**config.mk**
```make
export PLATFORM = sky130hd
export DESIGN_NAME = regfile_wb
export DESIGN_NICKNAME = d
export VERILOG_FILES = /design/src/rtl/regfile_wb.sv
export SDC_FILE = /design/constraint.sdc
export NUM_CORES = 2
export LEC_CHECK = 0
export ABC_CLOCK_PERIOD_IN_PS = 10180
export CAP_MARGIN = 10
export CORE_ASPECT_RATIO = 1.75
export CORE_UTILIZATION = 56
export DETAILED_ROUTE_END_ITERATION = 6
export HOLD_SLACK_MARGIN = 0.08
export PLACE_DENSITY = 0.73
export SYNTH_ARGS = -nofsm -noshare
export SYNTH_HDL_FRONTEND = slang
export SYNTH_SLANG_ARGS = --single-unit
```
**constraint.sdc**
```tcl
create_clock -name clock -period 10.18 [get_ports clock]
set_input_delay 2.545 -clock clock [delete_from_list [all_inputs] [get_ports clock]]
set_output_delay 2.545 -clock clock [all_outputs]
set_load 0.01 [all_outputs]
```
**src/rtl/regfile_wb.sv**
```systemverilog
// Writeback-terminating register file with per-register pending-write scoreboard.
// Optional same-cycle writeback bypass enabled by defining REGFILE_BYPASS_EN.

module regfile_sb_cnt #(
    parameter int CNTW = 2
) (
    input  logic            clock,
    input  logic            reset,
    input  logic            inc,
    input  logic            dec,
    output logic [CNTW-1:0] cnt,
    output logic            err
);
    localparam logic [CNTW-1:0] MAX = '1;

    // A simultaneous claim and retire cancel out and are never an error.
    always_comb begin
        err = (inc & ~dec & (cnt == MAX)) | (dec & ~inc & (cnt == '0));
    end

    always_ff @(posedge clock) begin
        if (reset)
            cnt <= '0;
        else if (inc & ~dec & (cnt != MAX))
            cnt <= cnt + CNTW'(1);
        else if (dec & ~inc & (cnt != '0))
            cnt <= cnt - CNTW'(1);
    end
endmodule

module regfile_wb #(
    parameter int NREG = 32,
    parameter int DW   = 32,
    parameter int AW   = 5,
    parameter int CNTW = 2
) (
    input  logic          clock,
    input  logic          reset,
    input  logic [DW-1:0] wb_data,
    input  logic [AW-1:0] wb_addr,
    input  logic          wb_we,
    input  logic [AW-1:0] rs_addr,
    input  logic [AW-1:0] rt_addr,
    input  logic          rs_used,
    input  logic          rt_used,
    input  logic          claim_en,
    input  logic [AW-1:0] claim_addr,
    output logic [DW-1:0] rs_data,
    output logic [DW-1:0] rt_data,
    output logic          stall,
    output logic          sb_err
);
    logic [DW-1:0]             regs [1:NREG-1];
    logic [NREG-1:1]           inc, dec, err_vec;
    logic [NREG-1:1][CNTW-1:0] cnt;
    logic [NREG-1:0]           pend;
    logic                      retire, claim_ok;

    assign retire = wb_we & (wb_addr != '0);

    always_comb begin
        pend = '0;
        for (int g = 1; g < NREG; g++) begin
`ifdef REGFILE_BYPASS_EN
            // The last outstanding write landing now is forwarded, so it does not block.
            pend[g] = (cnt[g] != '0) & ~((cnt[g] == CNTW'(1)) & dec[g]);
`else
            pend[g] = (cnt[g] != '0);
`endif
        end
    end

    assign stall    = (rs_used & pend[rs_addr]) | (rt_used & pend[rt_addr]);
    assign claim_ok = claim_en & ~stall & (claim_addr != '0);

    always_comb begin
        inc = '0;
        dec = '0;
        for (int g = 1; g < NREG; g++) begin
            inc[g] = claim_ok & (claim_addr == AW'(g));
            dec[g] = retire & (wb_addr == AW'(g));
        end
    end

    for (genvar g = 1; g < NREG; g++) begin : g_sb
        regfile_sb_cnt #(.CNTW(CNTW)) u_cnt (
            .clock (clock),
            .reset (reset),
            .inc   (inc[g]),
            .dec   (dec[g]),
            .cnt   (cnt[g]),
            .err   (err_vec[g])
        );
    end

    always_ff @(posedge clock) begin
        if (reset) begin
            for (int g = 1; g < NREG; g++)
                regs[g] <= '0;
        end else if (retire) begin
            regs[wb_addr] <= wb_data;
        end
    end

    always_ff @(posedge clock) begin
        if (reset)
            sb_err <= 1'b0;
        else if (|err_vec)
            sb_err <= 1'b1;
    end

    always_comb begin
        rs_data = (rs_addr == '0) ? '0 : regs[rs_addr];
        rt_data = (rt_addr == '0) ? '0 : regs[rt_addr];
`ifdef REGFILE_BYPASS_EN
        if (retire && (rs_addr == wb_addr)) rs_data = wb_data;
        if (retire && (rt_addr == wb_addr)) rt_data = wb_data;
`endif
    end
endmodule
```
-- Word-level counts from Yosys, hierarchy flattened
Memory sizes are Yosys's and may differ from the RTL's.
Cells that the tools add are included.
- mux-type cells: 76
- $add $sub $neg: 62
- bitwise operators: 348
- equal/unequal tests: 124
- reduce and logical (&&, ||, !) cells: 99
- magnitude comparators: 2
- operators with widths (operator ; number):
    bitwise AND 1 bit ; 253
    equality test 5 bit, second input constant ; 32
    two-way mux 2 bit ; 62
    nonzero test 2 bit ; 62
    two-way mux 32 bit ; 3
    equality test 5 x 4 -> 1 bit, second input constant ; 16
    NOT 1 bit ; 63
    adder 2 x 1 -> 2 bit, second input constant ; 31
    equality test 2 bit, second input constant ; 31
    logical NOT 2 bit ; 31
    inequality test 2 bit, second input constant ; 31
    subtractor 2 x 1 -> 2 bit, second input constant ; 31
    equality test 5 x 3 -> 1 bit, second input constant ; 8
    bitwise OR 1 bit ; 32
    OR reduction 32 bit ; 1
    OR reduction 31 bit ; 1
    equality test 5 x 2 -> 1 bit, second input constant ; 4
    less-than comparator 5 x 6 -> 1 bit, second input constant ; 2
    binary-select mux 1 bit (select 5 bit) ; 2
    equality test 5 x 1 -> 1 bit, second input constant ; 2
    logical NOT 5 bit ; 2
    nonzero test 5 bit ; 2
    two-way mux 1 bit ; 8
    two-way mux 5 bit ; 1
- memories: 1
- RAM bits: 992
- flip-flop bits (word level): 63
- logic and storage cells: 744
- output and inout bits: 66
- input port bits: 58
- memory list (memory ; depth ; width ; read ports ; clocked after memory_dff ; write ports ; RTL line ; RTL):
    regs ; 31 ; 32 ; 2 ; 0 ; 31 ; 53 ; logic [DW-1:0] regs [1:NREG-1];

-- Logic depth before layout (Yosys ltp)
- depth in word-level cells: 14
- mapped depth: 15
- depth with buffers taken out: 11

-- By module
From an unflattened synthesis, not the netlist that was laid out.
- cell total of the unflattened synthesis: 3871
- area total of the unflattened synthesis: 59019.1 um^2
- modules (own cells, without submodules) (module ; area each (um^2) ; instances ; sequential area each (um^2) ; cells each):
    regfile_wb ; 55411.9 ; 1 ; 30769.5 ; 3437
    regfile_sb_cnt ; 116.4 ; 31 ; 40.0 ; 14

-- Least setup slack after synthesis
Ideal clock, no wire load.
- kind: input to output
- from: input rs_addr[0]
- to: output rs_data[10]
- setup slack: 2695 ps
- stages on the path: 8
- buffers on the path: 4
- required time: 7635 ps
- arrival: 4940 ps
- path through: buf_2 buf_2 buf_2 buf_1 mux4_2 mux4_2 mux2i_1 nor2_1
- word-level cells in the longest chain between the ends: 2
- elaborated cells between the ends (all ways): 3
- classes of those cells: mux (1); reduce/logical (1); memory (1)
- ends and longest elaborated chain (element ; RTL line ; RTL):
    start: declaration ; 42 ; input logic [AW-1:0] rs_addr,
    memory read (31 x 32 bit) / logical NOT 5 bit (equally long branches) ; - ;
    two-way mux 32 bit * ; 113 ; rs_data = (rs_addr == '0) ? '0 : regs[rs_addr];
    end: declaration ; 48 ; output logic [DW-1:0] rs_data,
Mark *: on every way between the ends. The rest lies on a longest branch, timed or not.

-- Worst setup path in the final report
- from: input rs_addr[0]
- to: output rs_data[25]
Same word-level chain as after synthesis.

==> results list <==
- Buffers plus inverters on the worst setup path: 3
- In this run the biggest area consumer among cell types represents 51.8% of the synthesized area.
* Detailed-route vias per instance: 7.24
- Path type of the worst setup path: in2out
* Final setup violating endpoints: 0
* Worst hold margin: 510 ps
* Post-synth EDFFs: 1024
- A synthesized cell averages 14.3 sq um.
* First-pass GRT wire length: 283000 um
- Clock Sink Count: 1087
* Fillcell total: 7832
- The worst-case IR drop observed on VDD is 0.184 mV.
* Per-cell routed wire length: 36.1 um
* CTS buffer count: 98
- Of all nets on the critical path, the largest fanout is 88.
- Effective utilization at floorplan: 56.6%
- Hold_buf cts: 0
* Fin. Hold Viols: 0
- The analysis attributes to cell leakage a power of 22.0 nW.
- The core region is 0.105 sq mm.
* Final setup skew: 9.08 ps
- The share of the Yosys chip area taken by registers is 53.9%.
- The number of global-route vias before repair was 40200.
- At the end of routability-driven placement, the weighted congestion stood at 1.04.
- Post-layout min period: 8790 ps
* Source-to-sink clock delay at the later pin of the worst-skew pair: 730 ps
- # nets final: 4163
* Die Width: 248 um
- For this design the top-level I/O count stands at 124.
* Final-layout setup total negative slack: 0 ps
* CTS tree: yes
- Port buffering added 123 buffers.
- Y dimension of the die: 433 um
- Amount of wire on met2 after detailed routing: 95200 um
- Drt initial violations: 5896
- Max-slew headroom: 11.0%
* R2r setup slk: 6040 ps
- The wire-length estimate of the detail-placed layout is 109000 um.
* Cell types with the largest area share after synthesis: sky130_fd_sc_hd__edfxtp_1, sky130_fd_sc_hd__mux4_2, sky130_fd_sc_hd__and2_1
- The count of nets left with antenna violations once routing finished came out at 0.
* Final critical-path share of the clock period: 86.3%
- Clock root buffer: sky130_fd_sc_hd__clkbuf_16
* Final global-route overflow total: 0
- Cell chain of the critical path: buf_8 > buf_12 > mux4_2 > mux4_2 > mux2i_1 > nor2_1 > clkdlybuf4s50_1
* Worst Max-Slew Pin Slew: 1340 ps
* Count of buffers added by post-CTS timing repair for setup: 0
- Maximum capacitance violations: 0
* GRT Overall Usage: 38.1%
* Die Outline Area: 0.107 sq mm
* Count leader, synth: sky130_fd_sc_hd__edfxtp_1
- The number of antenna violations at the first check in global routing was 20.
* First drt pass iteration count: 6
* Resize count post-CTS: 0
- Slew Limit Fails: 0
- The min-delay analysis places its worst path in the category reg2reg.
- Master of the slowest instance on the critical path: sky130_fd_sc_hd__buf_12
- Post-synth top area cell: sky130_fd_sc_hd__edfxtp_1
- Routed met3 length: 24300 um
* Capturing element type of the critical path: output pin
* Post-route DRC violation count: 0
* Level count of the clock H-tree: 3
- The Yosys step of the flow raised 0 warnings.
* Vias: 40200
- For this run, the slowest stage of the critical path takes 590 ps.
* Crit start category: primary input
- The mapped netlist covers 0.0594 sq mm.
- The highest metal layer carrying signal wires in the routed design is met5.
- Static timing analysis puts the maximum clock frequency at 114 MHz.
- Clock tree buffer depth: 3
- Fraction of layout instances using a drive strength above 1: 22.2%
- Rows: 157
- The final layout contains routed wiring with a total length of 200000 um.
- Share of flip-flops with an asynchronous set or reset: 0%
* Cell variety after synth: 68
* Register area: 0.0320 sq mm
* Data arrival time of the worst path: 6250 ps
- For this design the ratio of total power to cell area is 158 mW/mm^2.
- Status: complete, no violations
- Footprint of the multi-input gates: 0.0261 sq mm
- CP Data Required Time: 7640 ps
- Relative area change from synthesis to final layout: 9.51%
- Setup repair after global routing left no endpoint under its margin.
- The detailed router put a total of 64000 um of wire on met1.
- In this run, synthesis produced a sequential element count of 1087.
- Most used flip-flop cell after synthesis: sky130_fd_sc_hd__edfxtp_1
- Most numerous cell on the critical path: sky130_fd_sc_hd__mux4_2
* Maximum number of pins on one net before global-route repair: 110
- Number of cells produced by synthesis: 4162
- In this design, the largest share of critical-path delay is due to buffers and inverters.
- Clock-pin slew was measured on the worst setup and hold paths at 70 ps.
- By count the netlist is led by sky130_fd_sc_hd__edfxtp_1, sky130_fd_sc_hd__and2_1, sky130_fd_sc_hd__mux4_2.
- Final Util: 62.0%
-- cell usage in the layout (no fill, tap or decap), types with 31 or more instances in the layout --
master	n
sky130_fd_sc_hd__nand2_1	124
sky130_fd_sc_hd__nor3_1	72
sky130_fd_sc_hd__o21ai_0	89
sky130_fd_sc_hd__mux2i_1	152
sky130_fd_sc_hd__dfxtp_1	63
sky130_fd_sc_hd__nand3_1	40
sky130_fd_sc_hd__buf_4	100
sky130_fd_sc_hd__clkdlybuf4s50_1	112
sky130_fd_sc_hd__edfxtp_1	1024
sky130_fd_sc_hd__and2_1	998
sky130_fd_sc_hd__nor2_1	143
sky130_fd_sc_hd__mux4_2	561
sky130_fd_sc_hd__clkbuf_16	102
sky130_fd_sc_hd__o22ai_1	33
sky130_fd_sc_hd__a21oi_1	59
sky130_fd_sc_hd__conb_1	32
sky130_fd_sc_hd__nand4_1	31
-- worst register-to-register path, delay by kind of cell, from the launching register on --
family | cells | cell delay (ps)
buf+inv | 1 | 300
flops | 1 | 360
simple gates | 4 | 1320
compound gates | 6 | 2020
-- power breakdown --
| part | internal, mW | switching, mW | total (mW) |
|---|---|---|---|
| registers | 5.13 | 0.125 | 5.25 |
| clock network | 1.94 | 1.71 | 3.65 |
| logic | 0.608 | 0.755 | 1.36 |
| total | 7.68 | 2.59 | 10.3 |
-- cell families (layout without fill, tap and decap cells) --
group                  count (synthesis)  count (layout)  synth area share, %
AO/OA/AOI/OAI                        328             328                 3.59
XOR/XNOR                               5               5               0.0737
buffers and inverters                430             421                 2.91
flip-flops                          1087            1087                 53.9
multiplexers                         735             735                 24.2
other                                  1              45              0.00631
AND/OR/NAND/NOR                     1576            1576                 15.3
-- per-layer routing --
metal | global-route usage [%] | vias up
met5 | 0 | -
met4 | 28.0 | 14
met3 | 8.98 | 918
met2 | 59.3 | 3220
met1 | 46.1 | 20200
li1 | - | 15800
-- registers in the layout, summed over array words and instances, names as in the netlist --
register / count
sb_err: 1
regs: 1024
g_sb.u_cnt.cnt: 62
-- per-stage QoR --
stage	setup WS (ps)	cell area, sq um	power, mW	std cells
global placement	1440	62000	6.65	5356
detailed placement	1460	62000	6.68	5356
global route	1250	65000	10.5	5537
finish	1390	65100	10.3	5548
floorplan	2690	59500	6.14	4193
CTS	1420	65000	10.2	5535
-- worst paths after layout --
path,from,to,depth (start not counted)
max,rs_addr[0],rs_data[25],7
min,g_sb[10].u_cnt.cnt[1],g_sb[10].u_cnt.cnt[0],2
max reg2reg,g_sb[6].u_cnt.cnt[0],sb_err,11
min reg2reg,g_sb[10].u_cnt.cnt[1],g_sb[10].u_cnt.cnt[0],2
-- final cells by class --
class / count / area share, %
clock inverters: 54 / 0.581
multi-input cells: 2676 / 40.1
flip-flops and latches: 1087 / 49.2
inverters: 15 / 0.0866
diodes: 13 / 0.0500
well taps: 1351 / 2.60
repair buffers: 227 / 3.29
clock buffers: 125 / 4.12
(Power assumes the default switching activity.)
